### config.mk
export PLATFORM = sky130hd
export DESIGN_NAME = mul_seqn_flat
export DESIGN_NICKNAME = d
export VERILOG_FILES = /design/src/rtl/mul_seqn_if.sv /design/src/rtl/mul_seqn.sv /design/src/flat_wrapper.sv
export SDC_FILE = /design/constraint.sdc
export NUM_CORES = 1
export LEC_CHECK = 0
export CORE_MARGIN = 10
export CORE_UTILIZATION = 60
export CTS_CLUSTER_DIAMETER = 200
export DETAILED_ROUTE_END_ITERATION = 6
export DONT_BUFFER_PORTS = 1
export GPL_TIMING_DRIVEN = 0
export HOLD_SLACK_MARGIN = 0.03
export MAX_ROUTING_LAYER = met4
export PLACE_DENSITY_LB_ADDON = 0.3
export SYNTH_ARGS = -nofsm -noshare
export SYNTH_HDL_FRONTEND = slang
export SYNTH_SLANG_ARGS = --single-unit
### constraint.sdc
create_clock -name clk -period 4.15 [get_ports clk]
set_input_delay 0.415 -clock clk [delete_from_list [all_inputs] [get_ports clk]]
set_output_delay 0.415 -clock clk [all_outputs]
set_load 0.02 [all_outputs]
### src/rtl/mul_seqn_if.sv
// Handshake and operand/result bundle for the sequential multiplier.
// The requester uses the master modport; the multiplier uses the slave modport.
interface mul_seqn_if #(
  parameter int unsigned N = 32
);

  localparam int unsigned PW = 2 * N;

  logic          start;
  logic [N-1:0]  a;
  logic [N-1:0]  b;
  logic          busy;
  logic          done;
  logic [PW-1:0] product;

  // Requester side: issues operands, observes status and result
  modport master (
    output start,
    output a,
    output b,
    input  busy,
    input  done,
    input  product
  );

  // Multiplier side: consumes operands, drives status and result
  modport slave (
    input  start,
    input  a,
    input  b,
    output busy,
    output done,
    output product
  );

endinterface

### src/rtl/mul_seqn.sv
// Sequential N-bit shift-and-add multiplier with a start/done handshake.
// One multiplier bit is consumed per cycle; an op takes N RUN cycles plus a
// one-cycle DONE state, so back-to-back ops are spaced N+2 cycles apart.
// Build option: define MUL_SEQN_SIGNED_EN to treat a/b as two's complement
// (magnitudes are multiplied and the sign is applied when the result is stored).
module mul_seqn #(
  parameter int unsigned N = 32
) (
  input  logic        clk,
  input  logic        reset_n,
  mul_seqn_if.slave   bus
);

  localparam int unsigned PW = 2 * N;
  localparam int unsigned CW = (N > 2) ? $clog2(N) : 1;

  typedef enum logic [1:0] {
    IDLE = 2'd0,
    RUN  = 2'd1,
    DONE = 2'd2
  } state_e;

  state_e        state;
  logic [PW-1:0] mcand;
  logic [N-1:0]  mplier;
  logic [PW-1:0] acc;
  logic [CW-1:0] cnt;
  logic          busy_q;
  logic          done_q;
  logic [PW-1:0] product_q;

  logic [N-1:0]  a_in;
  logic [N-1:0]  b_in;
  logic [PW-1:0] acc_next;
  logic [PW-1:0] result;
  logic          last_step;

`ifdef MUL_SEQN_SIGNED_EN
  logic          sign;
  logic          sign_in;
`endif

  // Operand conditioning at accept: magnitudes in signed builds, raw otherwise
  always_comb begin
    a_in = bus.a;
    b_in = bus.b;
`ifdef MUL_SEQN_SIGNED_EN
    sign_in = bus.a[N-1] ^ bus.b[N-1];
    if (bus.a[N-1]) a_in = N'(0) - bus.a;
    if (bus.b[N-1]) b_in = N'(0) - bus.b;
`endif
  end

  // Partial-product accumulate and final result formation
  always_comb begin
    acc_next  = acc;
    if (mplier[0]) acc_next = acc + mcand;
    result    = acc_next;
`ifdef MUL_SEQN_SIGNED_EN
    if (sign) result = PW'(0) - acc_next;
`endif
    last_step = (cnt == CW'(N - 1));
  end

  // Control FSM and datapath registers; product only updates on DONE entry
  always_ff @(posedge clk or negedge reset_n) begin
    if (!reset_n) begin
      state     <= IDLE;
      mcand     <= '0;
      mplier    <= '0;
      acc       <= '0;
      cnt       <= '0;
      busy_q    <= 1'b0;
      done_q    <= 1'b0;
      product_q <= '0;
`ifdef MUL_SEQN_SIGNED_EN
      sign      <= 1'b0;
`endif
    end else begin
      case (state)
        IDLE: begin
          if (bus.start) begin
            mcand  <= PW'(a_in);
            mplier <= b_in;
            acc    <= '0;
            cnt    <= '0;
            busy_q <= 1'b1;
            state  <= RUN;
`ifdef MUL_SEQN_SIGNED_EN
            sign   <= sign_in;
`endif
          end
        end
        RUN: begin
          acc    <= acc_next;
          mcand  <= {mcand[PW-2:0], 1'b0};
          mplier <= {1'b0, mplier[N-1:1]};
          cnt    <= cnt + CW'(1);
          if (last_step) begin
            product_q <= result;
            done_q    <= 1'b1;
            state     <= DONE;
          end
        end
        DONE: begin
          busy_q <= 1'b0;
          done_q <= 1'b0;
          state  <= IDLE;
        end
        default: begin
          busy_q <= 1'b0;
          done_q <= 1'b0;
          state  <= IDLE;
        end
      endcase
    end
  end

  assign bus.busy    = busy_q;
  assign bus.done    = done_q;
  assign bus.product = product_q;

endmodule

### src/flat_wrapper.sv
// flat-port wrapper written by rule: the top's interface ports become plain ports
module mul_seqn_flat 
#(
  parameter int unsigned N = 32
)
  (clk, reset_n, bus_start, bus_a, bus_b, bus_busy, bus_done, bus_product);
  mul_seqn_if #(.N(N)) bus_i ();
  input  logic clk;
  input  logic reset_n;
  input wire logic [$bits(bus_i.start)-1:0] bus_start;
  input wire logic [$bits(bus_i.a)-1:0] bus_a;
  input wire logic [$bits(bus_i.b)-1:0] bus_b;
  output wire logic [$bits(bus_i.busy)-1:0] bus_busy;
  output wire logic [$bits(bus_i.done)-1:0] bus_done;
  output wire logic [$bits(bus_i.product)-1:0] bus_product;
  assign bus_i.start = bus_start;
  assign bus_i.a = bus_a;
  assign bus_i.b = bus_b;
  assign bus_busy = bus_i.busy;
  assign bus_done = bus_i.done;
  assign bus_product = bus_i.product;
  mul_seqn #(.N(N)) u_core (.clk(clk), .reset_n(reset_n), .bus(bus_i));
endmodule
==> summary.md, run 1 <==
| Metric | Value |
|---|---|
| First-pass GRT wire length | `63.3 mm` |
| Final wirelength | `roughly 40 mm` |
| ANT nets after route | `0` |
| Post-DP HPWL | `29.4 mm` |
| Synth Area in Adders | `0.0612` |
| First DRT Iteration DRCs | `1184` |
| Horiz. Die Dim | `~170 µm` |
| Hold_ws | `-436 ps` |
| Commonest non-fill, non-tap cells in the layout | `dfrtp_1 (233), nand2_1 (173), a21oi_1 (128)` |
| MaxCap Viol Count | `0` |
| Vias in the first global route | `approximately 12000` |
| Violated checks | `hold timing` |
| Outcome | `finished with violations` |
| Rows | `55` |
| CTS tree | `yes` |
| Worst vdd ir | `0.000471 V` |
| Slew Limit Headroom | `0.363` |
| Final setup violation count | `0` |
| Drt pass-1 iters | `5` |
| Io pins | `133` |
| Static leakage | `0.00679 µW` |
| Top_reg_cell synth | `dfrtp_1` |
| Critical-path maximum fanout | `3` |
| Slew @ Worst Pin | `932 ps` |
| Met3 usage | `0.0502` |
| Busiest grt layer | `met2` |
| Clock tree buffer depth | `3` |
| H-tree lvl count | `1` |
| Met1 usage | `0.362` |
| Most common cell after layout, fill and taps aside | `dfrtp_1` |
| Max Slew Vio Count | `0` |
| Fraction of layout cells with a size suffix above 1 | `0.0493` |
| Grt ovf | `0` |
| Mapped cell area | `0.0136 mm²` |
| Synth Register Bits | `about 230` |
| Worst EP required | `4630 ps` |
| Post-route clock skew | `about 17 ps` |
| Post-route DRC violation count | `0` |
| Setup bufs post-CTS | `0` |
| Met2 Use GR | `0.445` |
| EDFF count, synth | `0` |
| Die height | `171 µm` |
| RSZ-0062 raised after global routing | `false` |
| Synthesis-to-finish area growth | `9.81%` |
| Final Cycle Share | `0.937` |
| Die area | `0.0291 mm²` |
| Unique masters post-synth | `76` |
| Worst Setup End Kind | `flip-flop` |
| Clock slew seen by the registers of the worst setup and hold paths | `60 ps` |
| CTS Root Cell | `clkbuf_16` |
| Syn_area_per_cell | `9.25 µm²` |
| Mux contribution to synthesized area | `0.0338` |
| Worst-skew pair later-pin latency | `560 ps` |
| Pin count of the biggest net entering global routing | `234` |
| Post-Synth Simple-Gate Area | `0.129` |
| Min cycle time layout | `3890 ps` |
| Data arrival, critical path | `4370 ps` |
| Largest family of logic cells by synthesized area | `compound AO/OA/AOI/OAI gates` |
| Clk sinks | `~230` |
| Initial antenna violation count | `1` |
| Syn Nets | `1605` |
| Sequential area share after synthesis | `0.428` |
| Nets | `1634` |
| Setup TNS | `0 ps` |
| Core Region | `roughly 0.023 mm²` |
| Final Hold Fails | `233` |
| Num CTS Buffers | `26` |
| Vias | `between 10000 and 15000` |
| Hold_buf cts | `1` |
| Initial Util | `0.605` |
| Synthesis Warnings | `0` |
| Synth Area in Compound Gates | `0.275` |
| GRT Util Overall | `0.278` |
| # port buffers | `0` |
| Critical path launch point type | `flip-flop` |
| Power Density | `797 mW/mm²` |
| WL/cell | `22.3 µm` |
| Peak Freq | `roughly 260 MHz` |
| Hold Path Class | `input pin to asynchronous set/reset pin` |
| Synthesized instance count | `1472` |
| CP Class | `flip-flop to flip-flop` |
| Async set-or-reset flop fraction in the synthesized netlist | `1.00` |
| GP Congestion | `1.01` |
| Vias per cell | `6.53` |
| Pwr Total | `11900 µW` |
| Post-synthesis xor/xnor area fraction | `0.0386` |
-- cell families after synthesis --
group | after synthesis
compound gates | 570
simple gates | 377
flops | 233
buf+inv | 120
fa+ha+maj | 66
xor+xnor | 60
mux | 46
-- stage by stage --
step                      hold slack, ps  utilization  instances  setup WS [ps]  area, µm²
final                               -436        0.664       1806            260      14900
after detailed placement             132        0.621       1757            297      14000
after CTS                           -441        0.664       1805            278      14900
after floorplan                      119            -       1472           1210      13600
after global routing                -450        0.664       1806           53.0      14900
after global placement               132        0.621       1757            320      14000
-- synth_stat cells (all sizes together), types with 43 or more instances --
cell | number | area share
a21o | 43 | 0.024
a21oi | 132 | 0.050
a22o | 74 | 0.048
a22oi | 62 | 0.034
clkbuf | 82 | 0.023
dfrtp | 233 | 0.43
ha | 65 | 0.060
mux2i | 46 | 0.034
nand2 | 174 | 0.048
nor2 | 68 | 0.019
o21ai | 171 | 0.063
-- sequential cells by signal, summed over array words and instances (netlist names) --
register            flops
u_core.mcand           64
u_core.bus.product     64
u_core.acc             64
u_core.state            2
u_core.bus.busy         1
u_core.mplier          32
u_core.bus.done         1
u_core.cnt              5
-- routing by layer --
metal / part of all wire / vias to the layer above
met2: 0.48 / 428
met5: 0 / -
met4: 0.026 / 0
met1: 0.43 / 5836
li1: - / 5462
met3: 0.073 / 67
-- worst max-delay path: stages, from the launching register on --
cell and delay (ps):
dfrtp_1 380, ha_1 180, inv_1 60, fa_1 420, nor2b_1 180, o2111ai_1 170
a211oi_2 470, o31ai_2 150, a2111oi_2 670, o2111ai_1 270, a21oi_2 270, a221oi_2 120
or4_1 410, nand3_1 70
-- report_power, final --
part,internal (µW),switching [µW],leakage [µW]
Sequential,3090,927,0.00310
Combinational,2030,3300,0.00322
Clock,1600,966,0.000464
Total,6720,5190,0.00679
-- area by class of cell --
cell class / count / area, µm²
sequential: 233 / 5830
timing repair buffer: 1 / 10.0
buffer: 96 / 372
fill: 1823 / 7550
clock inverter: 11 / 233
antenna: 1 / 2.50
clock buffer: 36 / 728
tap: 285 / 357
inverter: 24 / 90.1
multi-input combinational: 1119 / 7330
-- timing repair --
action / CTS / global route
endpoints found under the setup margin: 0 / 7
resized for setup: 0 / 1
hold endpoints to repair: 234 / 233
-- final timing paths --
check                                start                      to  slack (ps)  cells after the start
max                        u_core.mcand[0]  u_core.bus.product[56]         260                     13
max in group asynchronous          reset_n          u_core.acc[48]        4090                      0
min reg2reg                 u_core.acc[16]          u_core.acc[16]         510                      2
min in group clk                  bus_b[9]        u_core.mplier[9]          60                      2
max reg2reg                u_core.mcand[0]  u_core.bus.product[56]         260                     13
min                                reset_n  u_core.bus.product[42]        -440                      0
(Power assumes the default switching activity.)
==> run 2: changes to the inputs <==
Settings changed: HOLD_SLACK_MARGIN 0.03 to not set.
==> run 2 against run 1 <==
Against the previous run:
- the run still ends with hold timing left
- global-route usage is essentially flat
- die area is the same
- flip-flop and latch count is the same
- via count decreased by 0.25%
- clock power about the same
- cell area about the same
- clock-buffer cell count did not move
- first-iteration DRC count is 8.0% higher
- setup slack got worse by 21 ps
- register-to-register slack got worse by 20 ps
==> summary.md, run 2 (synthesized netlist as in run 1, its figures left out) <==
| Metric | Value |
|---|---|
| Clk sinks | `233 (unchanged)` |
| Slew @ Worst Pin | `949 ps (was 932 ps)` |
| Fraction of layout cells with a size suffix above 1 | `0.0494 (was 0.0493)` |
| Setup TNS | `0 ps (unchanged)` |
| Io pins | `133 (unchanged)` |
| Data arrival, critical path | `4390 ps (was 4370 ps)` |
| Static leakage | `0.00678 µW (was 0.00679 µW)` |
| Hold_ws | `-434 ps (was -436 ps)` |
| WL/cell | `22.3 µm (about the same)` |
| Power Density | `798 mW/mm² (was 797 mW/mm²)` |
| Vias in the first global route | `11500 (about the same)` |
| Hold Path Class | `input pin to asynchronous set/reset pin (unchanged)` |
| Rows | `55 (unchanged)` |
| First-pass GRT wire length | `63.3 mm (about the same)` |
| Most common cell after layout, fill and taps aside | `dfrtp_1 (unchanged)` |
| Vias | `11800 (about the same)` |
| Placed Area | `0.0140 mm² (unchanged)` |
| Vias per cell | `6.52 (was 6.53)` |
| Outcome | `finished with violations (unchanged)` |
| First DRT Iteration DRCs | `1279 (was 1184)` |
| Num CTS Buffers | `26 (unchanged)` |
| Final Cycle Share | `0.942 (was 0.937)` |
| Highest cell delay on the worst timing path | `660 ps (was 670 ps)` |
| Peak Freq | `256 MHz (was 257 MHz)` |
| # port buffers | `0 (unchanged)` |
| Critical path launch point type | `flip-flop (unchanged)` |
| CTS tree | `yes (unchanged)` |
| Pre-CTS setup slack | `297 ps (unchanged)` |
| Worst vdd ir | `0.000470 V (was 0.000471 V)` |
| Worst EP required | `4630 ps (about the same)` |
| CP Class | `flip-flop to flip-flop (unchanged)` |
| Pwr Total | `11900 µW (about the same)` |
| Initial antenna violation count | `1 (unchanged)` |
| Drt pass-1 iters | `6 (was 5)` |
| Pin count of the biggest net entering global routing | `234 (unchanged)` |
| Clock slew seen by the registers of the worst setup and hold paths | `60 ps (about the same)` |
| Die height | `171 µm (unchanged)` |
| Post-DP HPWL | `29.4 mm (unchanged)` |
| Slew Limit Headroom | `0.351 (was 0.363)` |
| Setup WS post-layout | `239 ps (was 260 ps)` |
| Max Slew Vio Count | `0 (unchanged)` |
| Design area | `0.0149 mm² (about the same)` |
| Die area | `0.0291 mm² (unchanged)` |
| H-tree lvl count | `1 (unchanged)` |
| CTS Root Cell | `clkbuf_16 (unchanged)` |
| Final Hold Fails | `233 (unchanged)` |
| Path length in cells of the critical path | `13 (unchanged)` |
| Final wirelength | `40.2 mm (about the same)` |
| Largest delay contributor family on the critical path | `compound AO/OA/AOI/OAI gates (unchanged)` |
| Crit path top cell by count | `o2111ai_1 (unchanged)` |
| Critical path buffers and inverters | `1 (unchanged)` |
| Grt ovf | `0 (unchanged)` |
| Core Region | `0.0225 mm² (unchanged)` |
| CP startpoint | `u_core.mcand[0] (unchanged)` |
| Post-route clock skew | `18.4 ps (was 17.3 ps)` |
| Commonest non-fill, non-tap cells in the layout | `dfrtp_1 (233), nand2_1 (173), a21oi_1 (128) (unchanged)` |
| Initial Util | `0.605 (unchanged)` |
| Final setup violation count | `0 (unchanged)` |
| Worst Setup End Kind | `flip-flop (unchanged)` |
| Critical-path maximum fanout | `3 (unchanged)` |
| Cell Chain, Critical Path | `ha_1, inv_1, fa_1, nor2b_1, o2111ai_1, a211oi_2, o31ai_2, a2111oi_2, o2111ai_1, a21oi_2, a221oi_2, or4_1, nand3_1 (unchanged)` |
| GRT Util Overall | `0.278 (about the same)` |
| Worst Reg-to-Reg Cells | `13 (unchanged)` |
| Critical-path top delay cell | `a2111oi_2 (unchanged)` |
| MaxCap Viol Count | `0 (unchanged)` |
| Violated checks | `hold timing (unchanged)` |
| Clock tree buffer depth | `3 (unchanged)` |
| Min cycle time layout | `3910 ps (was 3890 ps)` |
| GP Congestion | `1.01 (unchanged)` |
| Synthesis-to-finish area growth | `9.73% (was 9.81%)` |
| Post-route DRC violation count | `0 (unchanged)` |
| Nets | `1633 (was 1634)` |
| RSZ-0062 raised after global routing | `false (unchanged)` |
| Worst-skew pair later-pin latency | `560 ps (about the same)` |
| ANT nets after route | `0 (unchanged)` |
| Origin of the critical flop-to-flop path | `u_core.mcand[0] (unchanged)` |
| Horiz. Die Dim | `171 µm (unchanged)` |
run 2: changes by cell type in the layout (fill, tap and decap cells not counted), sizes merged:
cell / delta
dlygate4sd3: -1
run 2: area by class of cell:
type	instances	area, µm²
Buffer	96	372
Sequential cell	233	5830
Tap cell	285	357
Clock inverter	11	233
Inverter	24	90.1
Fill cell	1824	7560
Antenna cell	1	2.50
Multi-Input combinational cell	1119	7330
Clock buffer	36	728
run 2: what timing repair did:
item / in CTS / in global routing
endpoints found under the setup margin: 0 / 7
setup buffers: 0 / 0
hold endpoints to repair: 233 / 233
gates resized for setup: 0 / 1
run 2: per-layer routing:
metal | vias up | GRT usage | part of all wire
met5 | - | - | 0
met4 | 0 | 0.0667 | 0.025
met3 | 72 | 0.0505 | 0.073
met2 | 458 | 0.445 | 0.48
met1 | 5780 | 0.362 | 0.43
li1 | 5454 | - | -
run 2: path summary, 6_finish.rpt:
kind                            slack (ps)                endpoint
min in group clk                        30         u_core.mcand[0]
worst min-delay path                  -430  u_core.bus.product[42]
worst min register to register         510          u_core.acc[16]
max in group asynchronous             4110        u_core.mplier[6]
worst max-delay path                   240  u_core.bus.product[56]
worst max register to register         240  u_core.bus.product[56]
run 2: worst reg2reg max path, delay by kind of cell, from the launching register on:
family | cells | cell delay, ps
buffers and inverters | 1 | 60
and+or+nand+nor | 3 | 660
DFF | 1 | 380
AOI/OAI and AO/OA | 7 | 2130
adders and majority gates | 2 | 610
run 2: power by group:
group          total [µW]  internal [µW]  leakage (µW)  switching (µW)
clock network        2570           1600      0.000464             969
registers            4020           3090       0.00310             928
logic                5330           2030       0.00322            3300
total               11900           6720       0.00678            5200
run 2: through the flow:
stage / std cells / utilization
6_report: 1805 / 0.664
5_1_grt: 1805 / 0.664
4_1_cts: 1804 / 0.664
3_5_place_dp: 1757 / 0.621
3_3_place_gp: 1757 / 0.621
2_1_floorplan: 1472 / -
==> run 3: changes to the inputs <==
Settings changed: CORE_ASPECT_RATIO set to 0.8, CORE_UTILIZATION 60 to 30.
==> run 3 against run 2 <==
Against the previous run:
- register-to-register slack improved by 200 ps
- non-clock buffer count grew 1
- the flow still finishes with violations (hold timing)
- via count fell by 1.6%
- core utilization down 32 points
- fmax rose by 5.5%
- first-iteration DRC count down 30%
- clock power fell by 8.2%
- clock skew increased by 9.1 ps
- largest cell class unchanged
- sequential share of layout area shrank 0.88 points
- sequential power rose by 1%
==> summary.md, run 3 (synthesized netlist as in run 1, its figures left out) <==
| Metric | Value |
|---|---|
| Sw frac | `0.452 (was 0.436)` |
| Setup TNS | `0 ps (unchanged)` |
| Pin count of the biggest net entering global routing | `234 (unchanged)` |
| Post-DP HPWL | `33.8 mm (was 29.4 mm)` |
| Net Sw Power | `5320 µW (was 5200 µW)` |
| Final Hold Fails | `233 (unchanged)` |
| Drt pass-1 iters | `5 (was 6)` |
| Commonest non-fill, non-tap cells in the layout | `dfrtp_1 (233), nand2_1 (173), a21oi_1 (128) (unchanged)` |
| Post-Place Cells | `2075 (was 1757)` |
| Vias in the first global route | `11200 (was 11500)` |
| Synthesis-to-finish area growth | `12.3% (was 9.73%)` |
| Data arrival, critical path | `4200 ps (was 4390 ps)` |
| Die height | `211 µm (was 171 µm)` |
| Worst EP required | `4640 ps (was 4630 ps)` |
| ANT nets after route | `0 (unchanged)` |
| Critical path launch point type | `flip-flop (unchanged)` |
| Clock share of power | `0.201 (was 0.216)` |
| Vias per cell | `5.43 (was 6.52)` |
| Outcome | `finished with violations (unchanged)` |
| Grt ovf | `0 (unchanged)` |
| Num CTS Buffers | `27 (was 26)` |
| Die area | `0.0544 mm² (was 0.0291 mm²)` |
| Clock tree buffer depth | `3 (unchanged)` |
| Crit path top cell by count | `o2111ai_1 (unchanged)` |
| Rows | `69 (was 55)` |
| Power Density | `770 mW/mm² (was 798 mW/mm²)` |
| Core Region | `0.0446 mm² (was 0.0225 mm²)` |
| RSZ-0062 raised after global routing | `false (unchanged)` |
| Initial antenna violation count | `9 (was 1)` |
| Post-route DRC violation count | `0 (unchanged)` |
| H-tree lvl count | `1 (unchanged)` |
| Non-filler cells, final | `2132 (was 1805)` |
| Slew @ Worst Pin | `964 ps (was 949 ps)` |
| Hold_ws | `-443 ps (was -434 ps)` |
| Violated checks | `hold timing (unchanged)` |
| Setup bufs post-CTS | `0 (unchanged)` |
| GP Congestion | `0.918 (was 1.01)` |
| Max Slew Vio Count | `0 (unchanged)` |
| Hold Path Class | `input pin to asynchronous set/reset pin (unchanged)` |
| Peak Freq | `270 MHz (was 256 MHz)` |
| Initial Util | `0.305 (was 0.605)` |
| Final setup violation count | `0 (unchanged)` |
| Final wirelength | `44.9 mm (was 40.2 mm)` |
| Post-route clock skew | `27.5 ps (was 18.4 ps)` |
| Internal power | `6450 µW (was 6720 µW)` |
| Most common cell after layout, fill and taps aside | `dfrtp_1 (unchanged)` |
| Highest cell delay on the worst timing path | `530 ps (was 660 ps)` |
| MaxCap Viol Count | `0 (unchanged)` |
| CTS Root Cell | `clkbuf_16 (unchanged)` |
| Min cycle time layout | `3710 ps (was 3910 ps)` |
| Static leakage | `0.00674 µW (was 0.00678 µW)` |
| Critical-path top delay cell | `a2111oi_4 (was a2111oi_2)` |
| First-pass GRT wire length | `69.4 mm (was 63.3 mm)` |
| Logic pwr share | `0.454 (was 0.447)` |
| Worst-skew pair later-pin latency | `570 ps (was 560 ps)` |
| GRT Util Overall | `0.166 (was 0.278)` |
| Slew Limit Headroom | `0.357 (was 0.351)` |
| # port buffers | `0 (unchanged)` |
| Vias | `11600 (was 11800)` |
| Origin of the critical flop-to-flop path | `u_core.mcand[0] (unchanged)` |
| Final Cycle Share | `0.894 (was 0.942)` |
| Cell Chain, Critical Path | `ha_1, inv_1, fa_1, nor2b_1, o2111ai_1, a211oi_2, o31ai_2, a2111oi_4, o2111ai_1, a21oi_2, a221oi_2, or4_1, nand3_1 (was ha_1, inv_1, fa_1, nor2b_1, o2111ai_1, a211oi_2, o31ai_2, a2111oi_2, o2111ai_1, a21oi_2, a221oi_2, or4_1, nand3_1)` |
| CP Class | `flip-flop to flip-flop (unchanged)` |
| Clock slew seen by the registers of the worst setup and hold paths | `70 ps (was 60 ps)` |
| CP startpoint | `u_core.mcand[0] (unchanged)` |
| Worst Setup End Kind | `flip-flop (unchanged)` |
| Hold_buf cts | `1` |
| Critical-path maximum fanout | `3 (unchanged)` |
| First DRT Iteration DRCs | `897 (was 1279)` |
| Flop pwr share | `0.345 (was 0.337)` |
| Fraction of layout cells with a size suffix above 1 | `0.0500 (was 0.0494)` |
| Nets | `1635 (was 1633)` |
| Io pins | `133 (unchanged)` |
| Horiz. Die Dim | `258 µm (was 171 µm)` |
| WL/cell | `21.1 µm (was 22.3 µm)` |
| Clk sinks | `233 (unchanged)` |
| Worst vdd ir | `0.000353 V (was 0.000470 V)` |
| CTS tree | `yes (unchanged)` |
| Util after Layout | `0.342 (was 0.664)` |
-- run 3: cell types whose count changed in the layout (fill, tap and decap cells not counted), sizes merged --
cell	change
diode	+8
bufinv	-5
clkinv	+2
clkinvlp	+2
dlygate4sd3	+1
inv	+1
-- run 3: area by class of cell --
type | count | area, µm²
Antenna cell | 9 | 22.5
Multi-Input combinational cell | 1119 | 7340
Clock inverter | 11 | 114
Fill cell | 4652 | 29400
Inverter | 24 | 90.1
Sequential cell | 233 | 5830
Buffer | 96 | 372
Clock buffer | 36 | 749
Timing Repair Buffer | 1 | 10.0
Tap cell | 603 | 754
-- run 3: timing repair --
action,4_1_cts,5_1_grt
endpoints found under the hold margin,234,233
endpoints found under the setup margin,0,3
resized for setup,0,2
-- run 3: per-stage QoR --
step	hold WS, ps	power (µW)	cell area, µm²	worst slack [ps]
global placement	138	9270	14400	289
floorplan	119	7810	13600	1210
CTS	-459	11800	15200	231
finish	-443	11800	15300	441
detailed placement	138	9370	14400	285
global route	-472	12700	15300	156
-- run 3: critical path, delay by kind of cell (launching register included) --
kind	cells	cell delay, ps
flip-flops	1	390
buffers and inverters	1	50
AO/OA/AOI/OAI	7	1910
adder cells (fa/ha/maj)	2	600
AND/OR/NAND/NOR	3	670
-- run 3: metal layers --
| layer | global-route usage | wire length, µm | vias up |
|---|---|---|---|
| met5 | - | 0 | - |
| met4 | 0.0231 | 543 | 0 |
| met3 | 0.0550 | 3990 | 35 |
| met2 | 0.233 | 18700 | 324 |
| met1 | 0.232 | 21700 | 5744 |
| li1 | - | - | 5477 |
-- run 3: worst paths after layout --
path / endpoint / slack, ps / cells after the start
worst max register to register: u_core.bus.product[56] / 440 / 13
worst min-delay path: u_core.bus.product[27] / -440 / 0
min in group clk: u_core.mplier[14] / 40 / 2
max in group asynchronous: u_core.mcand[21] / 4010 / 0
worst max-delay path: u_core.bus.product[56] / 440 / 13
worst min register to register: u_core.acc[14] / 520 / 2
-- run 3: power groups by stage --
stage / Sequential, µW / Clock (µW) / Combinational [µW]
finish: 4070 / 2360 / 5340
global route: 4180 / 2520 / 5950
CTS: 4070 / 2420 / 5300
detailed placement: 4100 / 0 / 5270
global placement: 4090 / 0 / 5180
floorplan: 3780 / 0 / 4020
